## src/rtl/multiword_add_seq_pkg.sv

```systemverilog
// Shared definitions for the nibble-serial multiword adder: FSM state encoding
// and the width of one adder slice.
package multiword_add_seq_pkg;

    localparam int SLICE_W = 4;

    typedef enum logic [1:0] {
        IDLE = 2'd0,
        RUN  = 2'd1,
        DONE = 2'd2
    } state_t;

endpackage

```

## src/rtl/carrylook_4bit.sv

```systemverilog
// 4-bit carry-lookahead adder used as the single shared slice adder.
module carrylook_4bit (
    input  logic [3:0] a_i,
    input  logic [3:0] b_i,
    input  logic       c_i,
    output logic [3:0] s_o,
    output logic       c_o
);

    logic [3:0] g;
    logic [3:0] p;
    logic [4:0] c;

    assign g = a_i & b_i;
    assign p = a_i ^ b_i;

    // All carries are formed directly from generate/propagate terms and carry-in.
    assign c[0] = c_i;
    assign c[1] = g[0] | (p[0] & c[0]);
    assign c[2] = g[1] | (p[1] & g[0]) | (p[1] & p[0] & c[0]);
    assign c[3] = g[2] | (p[2] & g[1]) | (p[2] & p[1] & g[0])
                | (p[2] & p[1] & p[0] & c[0]);
    assign c[4] = g[3] | (p[3] & g[2]) | (p[3] & p[2] & g[1])
                | (p[3] & p[2] & p[1] & g[0])
                | (p[3] & p[2] & p[1] & p[0] & c[0]);

    assign s_o = p ^ c[3:0];
    assign c_o = c[4];

endmodule

```

## src/rtl/multiword_add_seq.sv

```systemverilog
// Sequential add/subtract of two W-bit operands, one 4-bit slice per cycle,
// LSB first, on a single shared carry-lookahead slice adder.
module multiword_add_seq
    import multiword_add_seq_pkg::*;
#(
    parameter int NIBBLES = 4
) (
    input  logic                         clk,
    input  logic                         rst_n,
    input  logic                         clr,
    input  logic                         in_valid,
    output logic                         in_ready,
    input  logic [SLICE_W*NIBBLES-1:0]   a,
    input  logic [SLICE_W*NIBBLES-1:0]   b,
    input  logic                         sub,
    output logic                         out_valid,
    input  logic                         out_ready,
    output logic [SLICE_W*NIBBLES-1:0]   sum,
    output logic                         cout,
    output logic                         ovf
);

    localparam int W     = SLICE_W * NIBBLES;
    localparam int IDX_W = $clog2(NIBBLES);

    state_t             state_q, state_d;
    logic [W-1:0]       a_q, a_d;
    logic [W-1:0]       b_q, b_d;
    logic [W-1:0]       sum_q, sum_d;
    logic               carry_q, carry_d;
    logic               cout_q, cout_d;
    logic               ovf_q, ovf_d;
    logic [IDX_W-1:0]   idx_q, idx_d;

    logic [SLICE_W-1:0] a_sl, b_sl, s_sl;
    logic               co_sl;
    logic               last_sl;

    assign a_sl    = a_q[SLICE_W*idx_q +: SLICE_W];
    assign b_sl    = b_q[SLICE_W*idx_q +: SLICE_W];
    assign last_sl = (idx_q == IDX_W'(NIBBLES - 1));

    carrylook_4bit u_slice_add (
        .a_i (a_sl),
        .b_i (b_sl),
        .c_i (carry_q),
        .s_o (s_sl),
        .c_o (co_sl)
    );

    always_comb begin
        state_d = state_q;
        a_d     = a_q;
        b_d     = b_q;
        sum_d   = sum_q;
        carry_d = carry_q;
        cout_d  = cout_q;
        ovf_d   = ovf_q;
        idx_d   = idx_q;

        // clr wins over both handshakes and freezes the result registers.
        if (clr) begin
            state_d = IDLE;
        end else begin
            case (state_q)
                IDLE: begin
                    if (in_valid) begin
                        a_d     = a;
                        b_d     = b ^ {W{sub}};
                        carry_d = sub;
                        idx_d   = '0;
                        state_d = RUN;
                    end
                end
                RUN: begin
                    sum_d[SLICE_W*idx_q +: SLICE_W] = s_sl;
                    carry_d = co_sl;
                    idx_d   = idx_q + 1'b1;
                    if (last_sl) begin
                        cout_d  = co_sl;
                        ovf_d   = (a_q[W-1] == b_q[W-1]) & (s_sl[SLICE_W-1] != a_q[W-1]);
                        idx_d   = '0;
                        state_d = DONE;
                    end
                end
                DONE: begin
                    if (out_ready) begin
                        state_d = IDLE;
                    end
                end
                default: state_d = IDLE;
            endcase
        end
    end

    always_ff @(posedge clk or negedge rst_n) begin
        if (!rst_n) begin
            state_q <= IDLE;
            a_q     <= '0;
            b_q     <= '0;
            sum_q   <= '0;
            carry_q <= 1'b0;
            cout_q  <= 1'b0;
            ovf_q   <= 1'b0;
            idx_q   <= '0;
        end else begin
            state_q <= state_d;
            a_q     <= a_d;
            b_q     <= b_d;
            sum_q   <= sum_d;
            carry_q <= carry_d;
            cout_q  <= cout_d;
            ovf_q   <= ovf_d;
            idx_q   <= idx_d;
        end
    end

    assign in_ready  = (state_q == IDLE);
    assign out_valid = (state_q == DONE);
    assign sum       = sum_q;
    assign cout      = cout_q;
    assign ovf       = ovf_q;

endmodule

```

## config.mk

```make
export PLATFORM = sky130hd
export DESIGN_NAME = multiword_add_seq
export DESIGN_NICKNAME = d
export VERILOG_FILES = /design/src/rtl/multiword_add_seq_pkg.sv /design/src/rtl/carrylook_4bit.sv /design/src/rtl/multiword_add_seq.sv
export SDC_FILE = /design/constraint.sdc
export NUM_CORES = 1
export LEC_CHECK = 0
export ABC_AREA = 1
export BUFFER_PORTS_ARGS = -buffer_cell sky130_fd_sc_hd__buf_2
export CORE_MARGIN = 1.5
export CORE_UTILIZATION = 50
export DETAILED_ROUTE_END_ITERATION = 10
export HOLD_SLACK_MARGIN = 0.06
export PLACE_DENSITY = 0.72
export SYNTH_ARGS = -nofsm -noshare
export SYNTH_HDL_FRONTEND = slang
export SYNTH_HIERARCHICAL = 1
export SYNTH_SLANG_ARGS = --single-unit
```

## constraint.sdc

```tcl
create_clock -name clk -period 2.1 [get_ports clk]
set_input_delay 0.42 -clock clk [delete_from_list [all_inputs] [get_ports clk]]
set_output_delay 0.42 -clock clk [all_outputs]
set_load 0.005 [all_outputs]
```

==> impl_metrics.toml, run 1 <==
[grt]
antenna_found_initial = 0
grt_usage_pct = 21.44
grt_pass1_vias = 2437
grt_pass1_wl_mm = 10.80
grt_max_degree = 58
overflow = 0

[die]
io_pins = 58
die_height_um = 80.74
initial_utilization_pct = 51.34
die_w_um = 80.74
coreArea_sq_um = 5886
dieArea_sq_um = 6519
placementRows = 28

[timing]
final_max_slew_viol_count = 0
fin_worst_skew_ns = 0.008495
max_freq_mhz = 462.0
relSlewSlack_pct = 61.86
timing.final.ws_setup_ns = -0.06447
finalHoldViolations = 0
setup_violations = 7
rsz0062_at_grt = "yes"
fin_crit_ns = 2.164
tightestPinTransition_ns = 0.5720
fin_crit_sh_pct = 103.1

[detailed_routing]
wl_per_cell_um = 13.20
drc = 0
drt_first_pass_iters = 5
dr.first_iter.drc_count = 77
vias_per_cell = 5.074
vias = 2623
routed_wl_mm = 6.826
ant_nets = 0

[critical_path]
worstPathRequired_ns = 2.35
cp-end-kind = "register"
path_cells = "buf_12, nor2_4, nor2_1, o21ai_1, o21ai_1, ha_1, nand2_2, buf_6, nand4_1, nand2_2, nand3_2, nor2_1, nand2_1, nand2_1"
cp.arrival_ns = 2.41
crit_type = "register to register"
critPathMaxStageDelay_ns = 0.50
startpoint_type = "register"
cp_max_fo = 6
slowest_stage = "dfrtp_2"

[layout]
drive_gt1_share_pct = 27.60
fin_nets = 490
nFillCells = 535
area_growth_pct = 20.99
diodes = 0
post-route-util_pct = 62.12

[place]
dp_slack_ns = -0.07751
io_buffer_count = 57
place_congestion = 0.8877
dpl.hpwl_mm = 4.715

[cts]
clock_path_buffers = 2
root_buffer = "clkbuf_8"
cts_buffers = 5
clk_latency_ns = 0.30
h-tree-depth = 2
cts_sinks = 55
clk_pin_slew_worst_paths_ns = 0.10
cts_tree = "built"

[synth]
synth.top_cells.by_count = "nand2_1, dfrtp_1, nor2_1"
post-synth-top-count-cell = "nand2_1"
yosys_most_used_dff = "dfrtp_1"
ys_types = 29
yosys.area.top_type_share_pct = 45.55
synth_nets = 428
synth_edf_count = 0
synth_seq_cells = 55
synthCells = 379
syn_avg_cell_area_sq_um = 7.973
yosysWarnings = 6
synth_area_leaders = "dfrtp_1, nand2_1, o21ai_0"
synthArstFlopShare_pct = 100.0
yosysSeqAreaShare_pct = 45.55
syn-cell-area_sq_um = 3022
synth_area_leader_cell = "dfrtp_1"

[power_and_ir_drop]
p_per_area_nw_per_um2 = 1301
max-vdd-ir-drop_uv = 650.8
p_leak_nw = 1.902

[run_status]
violations = "setup timing"
status = "complete, but fails checks"

[min_path]
hold_class = "input pin to async pin"

[job]
drv_cap = 0
[layout make-up]
type | instances | area (sq um) | share of cell area, %
multi-input combinational | 280 | 1538 | 42.06
sequential | 55 | 1378 | 37.68
timing repair buffer | 70 | 432.9 | 11.84
inverter | 29 | 113.9 | 3.114
clock buffer | 8 | 100.1 | 2.738
tap | 75 | 93.84 | 2.567
[state kept, by name, summed over array words and instances (netlist names)]
name and cells:
b_q 16, a_q 16, cout 1, carry_q 1
state_q 2, sum 16, idx_q 2, ovf 1
[cells by family after synthesis]
| logic type | count (synthesis) | synth area share, % |
|---|---|---|
| AND/OR/NAND/NOR | 201 | 28.28 |
| buffers and inverters | 44 | 7.329 |
| AO/OA/AOI/OAI | 51 | 9.109 |
| XOR/XNOR | 17 | 4.927 |
| flip-flops | 55 | 45.55 |
| adder cells (fa/ha/maj) | 11 | 4.803 |
[repair_timing]
action	4_1_cts	5_1_grt
gates cloned	1	1
setup endpoints to repair	7	19
pin swaps	2	36
resized for setup	6	43
hold buffers	0	0
setup buffers	0	3
[routing by layer]
layer | up-vias | track usage (%) | share of wire, %
li1 | 1321 | - | -
met5 | - | 0 | 0
met2 | 60 | 37.39 | 50
met4 | 0 | 8.276 | 2.0
met1 | 1230 | 26.33 | 45
met3 | 12 | 3.933 | 3.4
[stage by stage]
stage	hold slack, ns	area (sq um)	power (mW)	setup TNS [ns]	std cells
global placement	0.4034	3391	3.494	0	505
global route	0.09745	3656	5.163	-2.104	517
finish	0.06191	3656	4.757	-0.2269	517
detailed placement	0.4112	3391	3.533	-0.1536	505
CTS	0.07919	3530	4.243	0	514
floorplan	0.1244	3053	2.971	0	379
[critical path, delay by kind of cell (launching register included)]
| kind | cells | cell delay (ns) |
|---|---|---|
| buffers and inverters | 2 | 0.28 |
| AO/OA/AOI/OAI | 2 | 0.15 |
| adder cells (fa/ha/maj) | 1 | 0.35 |
| flip-flops | 1 | 0.50 |
| AND/OR/NAND/NOR | 9 | 0.83 |
[cell usage in the layout, fill, tap and decap left out, types with 5 or more instances in the layout]
cell type,synthesis,routed
clkbuf_8,0,7
nor2_1,43,38
xnor2_1,17,16
dfrtp_1,55,54
nand2_1,118,109
o21ai_1,5,16
nand2_2,1,9
nand3_1,25,16
o21ai_0,36,25
buf_2,6,57
inv_1,28,24
ha_1,10,10
buf_4,2,8
a21oi_2,4,5
nand3_2,3,12
[power by group]
| part | internal [mW] | leakage (nW) | switching [mW] |
|---|---|---|---|
| Sequential | 1.28 | 0.704 | 0.172 |
| Clock | 0.302 | 0.0515 | 0.331 |
| Combinational | 1.05 | 1.15 | 1.62 |
[final timing paths]
check	start	endpoint	slack (ns)	cells past startpoint
min reg2reg	sum[14]$_DFFE_PN0P_	sum[14]$_DFFE_PN0P_	0.48	2
min in group clk	out_ready	state_q[1]$_DFFE_PN0P_	0.30	2
min	rst_n	a_q[8]$_DFFE_PN0P_	0.06	1
max	idx_q[0]$_DFFE_PN0P_	sum[14]$_DFFE_PN0P_	-0.06	14
max in group asynchronous	rst_n	a_q[15]$_DFFE_PN0P_	1.48	2
max reg2reg	idx_q[0]$_DFFE_PN0P_	sum[14]$_DFFE_PN0P_	-0.06	14
No activity file was read; power rests on OpenSTA's default activity.
==> run 2: changes to the inputs <==
--- a/config.mk
+++ b/config.mk
@@ -11,6 +11,7 @@
 export CORE_UTILIZATION = 50
 export DETAILED_ROUTE_END_ITERATION = 10
 export HOLD_SLACK_MARGIN = 0.06
+export MAX_ROUTING_LAYER = met4
 export PLACE_DENSITY = 0.72
 export SYNTH_ARGS = -nofsm -noshare
 export SYNTH_HDL_FRONTEND = slang
==> run 2 against run 1 <==
Net effect: core utilization up 0.38 points; the run still ends with setup timing left; critical path type unchanged; non-clock buffer count up 1; sequential share of layout area down 0.23 points; critical path depth down 1; worst setup slack worse by 0.011 ns.
==> impl_metrics.toml, run 2 (same netlist as run 1, synthesis figures left out) <==
[run_status]
status = "complete, but fails checks"
violations = "setup timing"

[timing]
relSlewSlack_pct = 62.58
fin_crit_sh_pct = 103.6
tightestPinTransition_ns = 0.5612
timing.final.ws_setup_ns = -0.07514
fin_worst_skew_ns = 0.007284
tns_ns = -0.2088
max_freq_mhz = 459.7
fin_crit_ns = 2.175
final_max_slew_viol_count = 0
rsz0062_at_grt = "yes"
setup_violations = 10
whs_ns = 0.06439
finalHoldViolations = 0

[detailed_routing]
vias_per_cell = 5.042
ant_nets = 0
wl_per_cell_um = 13.08
routed_wl_mm = 6.774
drt_first_pass_iters = 5
vias = 2612
dr.first_iter.drc_count = 125
drc = 0

[layout]
diodes = 0
layout_commonest_cell = "nand2_1"
regArea_sq_um = 1378
nFillCells = 530
multi_input_area_sq_um = 1528
mostFrequentLayoutCells = "nand2_1, buf_2, dfrtp_1"
fin_nets = 491
drive_gt1_share_pct = 27.31
area_growth_pct = 21.74

[critical_path]
r2r_start = "idx_q[0]$_DFFE_PN0P_"
cp_common_cell = "nand2_1"
startpoint = "idx_q[0]$_DFFE_PN0P_"
startpoint_type = "register"
ff2ff_path_depth = 13
slowest_stage = "dfrtp_2"
crit_type = "register to register"
critPathMaxStageDelay_ns = 0.50
reg2reg_slack_ns = -0.08
cp-end-kind = "register"
cp_max_fo = 13
endpoint = "ovf$_DFFE_PN0P_"
cp.arrival_ns = 2.38
path_cells = "buf_6, bufbuf_16, o211ai_1, o21ai_1, ha_1, inv_1, nand2_2, nand2_4, inv_2, nand3_2, nand2_1, nand2_1, nand2_1"
worstPathRequired_ns = 2.30
rr_endpoint = "ovf$_DFFE_PN0P_"

[cts]
root_buffer = "clkbuf_8"
clock_path_buffers = 2
hold_buffers = 0
cts_tree = "built"
h-tree-depth = 2
clk_pin_slew_worst_paths_ns = 0.10
cts_sinks = 55
clk_latency_ns = 0.30
cts_buffers = 5

[place]
dpl.hpwl_mm = 4.715
io_buffer_count = 57
dp_slack_ns = -0.07751
place_congestion = 0.9026

[die]
die_w_um = 80.74
die_height_um = 80.74
initial_utilization_pct = 51.34
placementRows = 28
coreArea_sq_um = 5886
dieArea_sq_um = 6519
io_pins = 58

[power_and_ir_drop]
p_total_mw = 4.773
max-vdd-ir-drop_uv = 643.7
p_per_area_nw_per_um2 = 1298
p_leak_nw = 1.917

[grt]
grt_max_degree = 58
grt_use_met1_pct = 26.54
overflow = 0
grt_pass1_wl_mm = 10.81
busiest_layer = "met2"
gr-usage-met3_pct = 3.820
use_met2_pct = 37.39
antenna_found_initial = 0
grt_usage_pct = 22.13
grt_pass1_vias = 2433

[job]
drv_cap = 0

[min_path]
hold_class = "input pin to async pin"
## run 2: cell count changes in the layout (fill, tap and decap cells not counted)
| cell | change |
|---|---|
| nand3_1 | +2 |
| o21ai_0 | +1 |
| o21ai_1 | -1 |
| bufbuf_16 | +1 |
| nand3_2 | -2 |
## run 2: repair_timing
item,CTS,global route
resized for setup,6,40
endpoints found under the setup margin,7,19
pin swaps,2,36
gates cloned,1,1
setup buffers,0,3
hold endpoints to repair,0,0
## run 2: worst min-delay path by stage
stage	slack [ns]	end	start
floorplan	0.12	a_q[0]$_DFFE_PN0P_	rst_n
detailed placement	0.41	a_q[8]$_DFFE_PN0P_	rst_n
finish	0.06	a_q[8]$_DFFE_PN0P_	rst_n
global placement	0.40	a_q[8]$_DFFE_PN0P_	rst_n
global route	0.1	a_q[8]$_DFFE_PN0P_	rst_n
CTS	0.08	a_q[8]$_DFFE_PN0P_	rst_n
## run 2: critical path: cells and delay by family (launching register included)
| family | cells | cell delay, ns |
|---|---|---|
| simple gates | 6 | 0.38 |
| compound gates | 2 | 0.27 |
| fa+ha+maj | 1 | 0.37 |
| flops | 1 | 0.50 |
| buf+inv | 4 | 0.56 |
## run 2: routing by layer
metal  up-vias  part of all wire (%)
li1       1327                     -
met1      1213                    45
met2        58                    50
met3        14                   3.1
met4         0                   2.3
met5         -                     0
## run 2: power breakdown
| part | switching, mW | total (mW) | internal (mW) |
|---|---|---|---|
| Combinational | 1.60 | 2.69 | 1.09 |
| Sequential | 0.172 | 1.45 | 1.28 |
| Clock | 0.329 | 0.631 | 0.302 |
## run 2: layout make-up
cell class                 instances  area share (%)
tap                               75           2.551
sequential                        55           37.45
clock buffer                       8           2.721
multi-input combinational        280           41.53
inverter                          29           3.095
timing repair buffer              71           12.65
## run 2: metrics by stage
step | std cells | utilization (%) | area, sq um
after global placement | 505 | 57.61 | 3391
final | 518 | 62.50 | 3679
after CTS | 514 | 59.97 | 3530
after floorplan | 379 | - | 3053
after detailed placement | 505 | 57.61 | 3391
after global routing | 518 | 62.50 | 3679
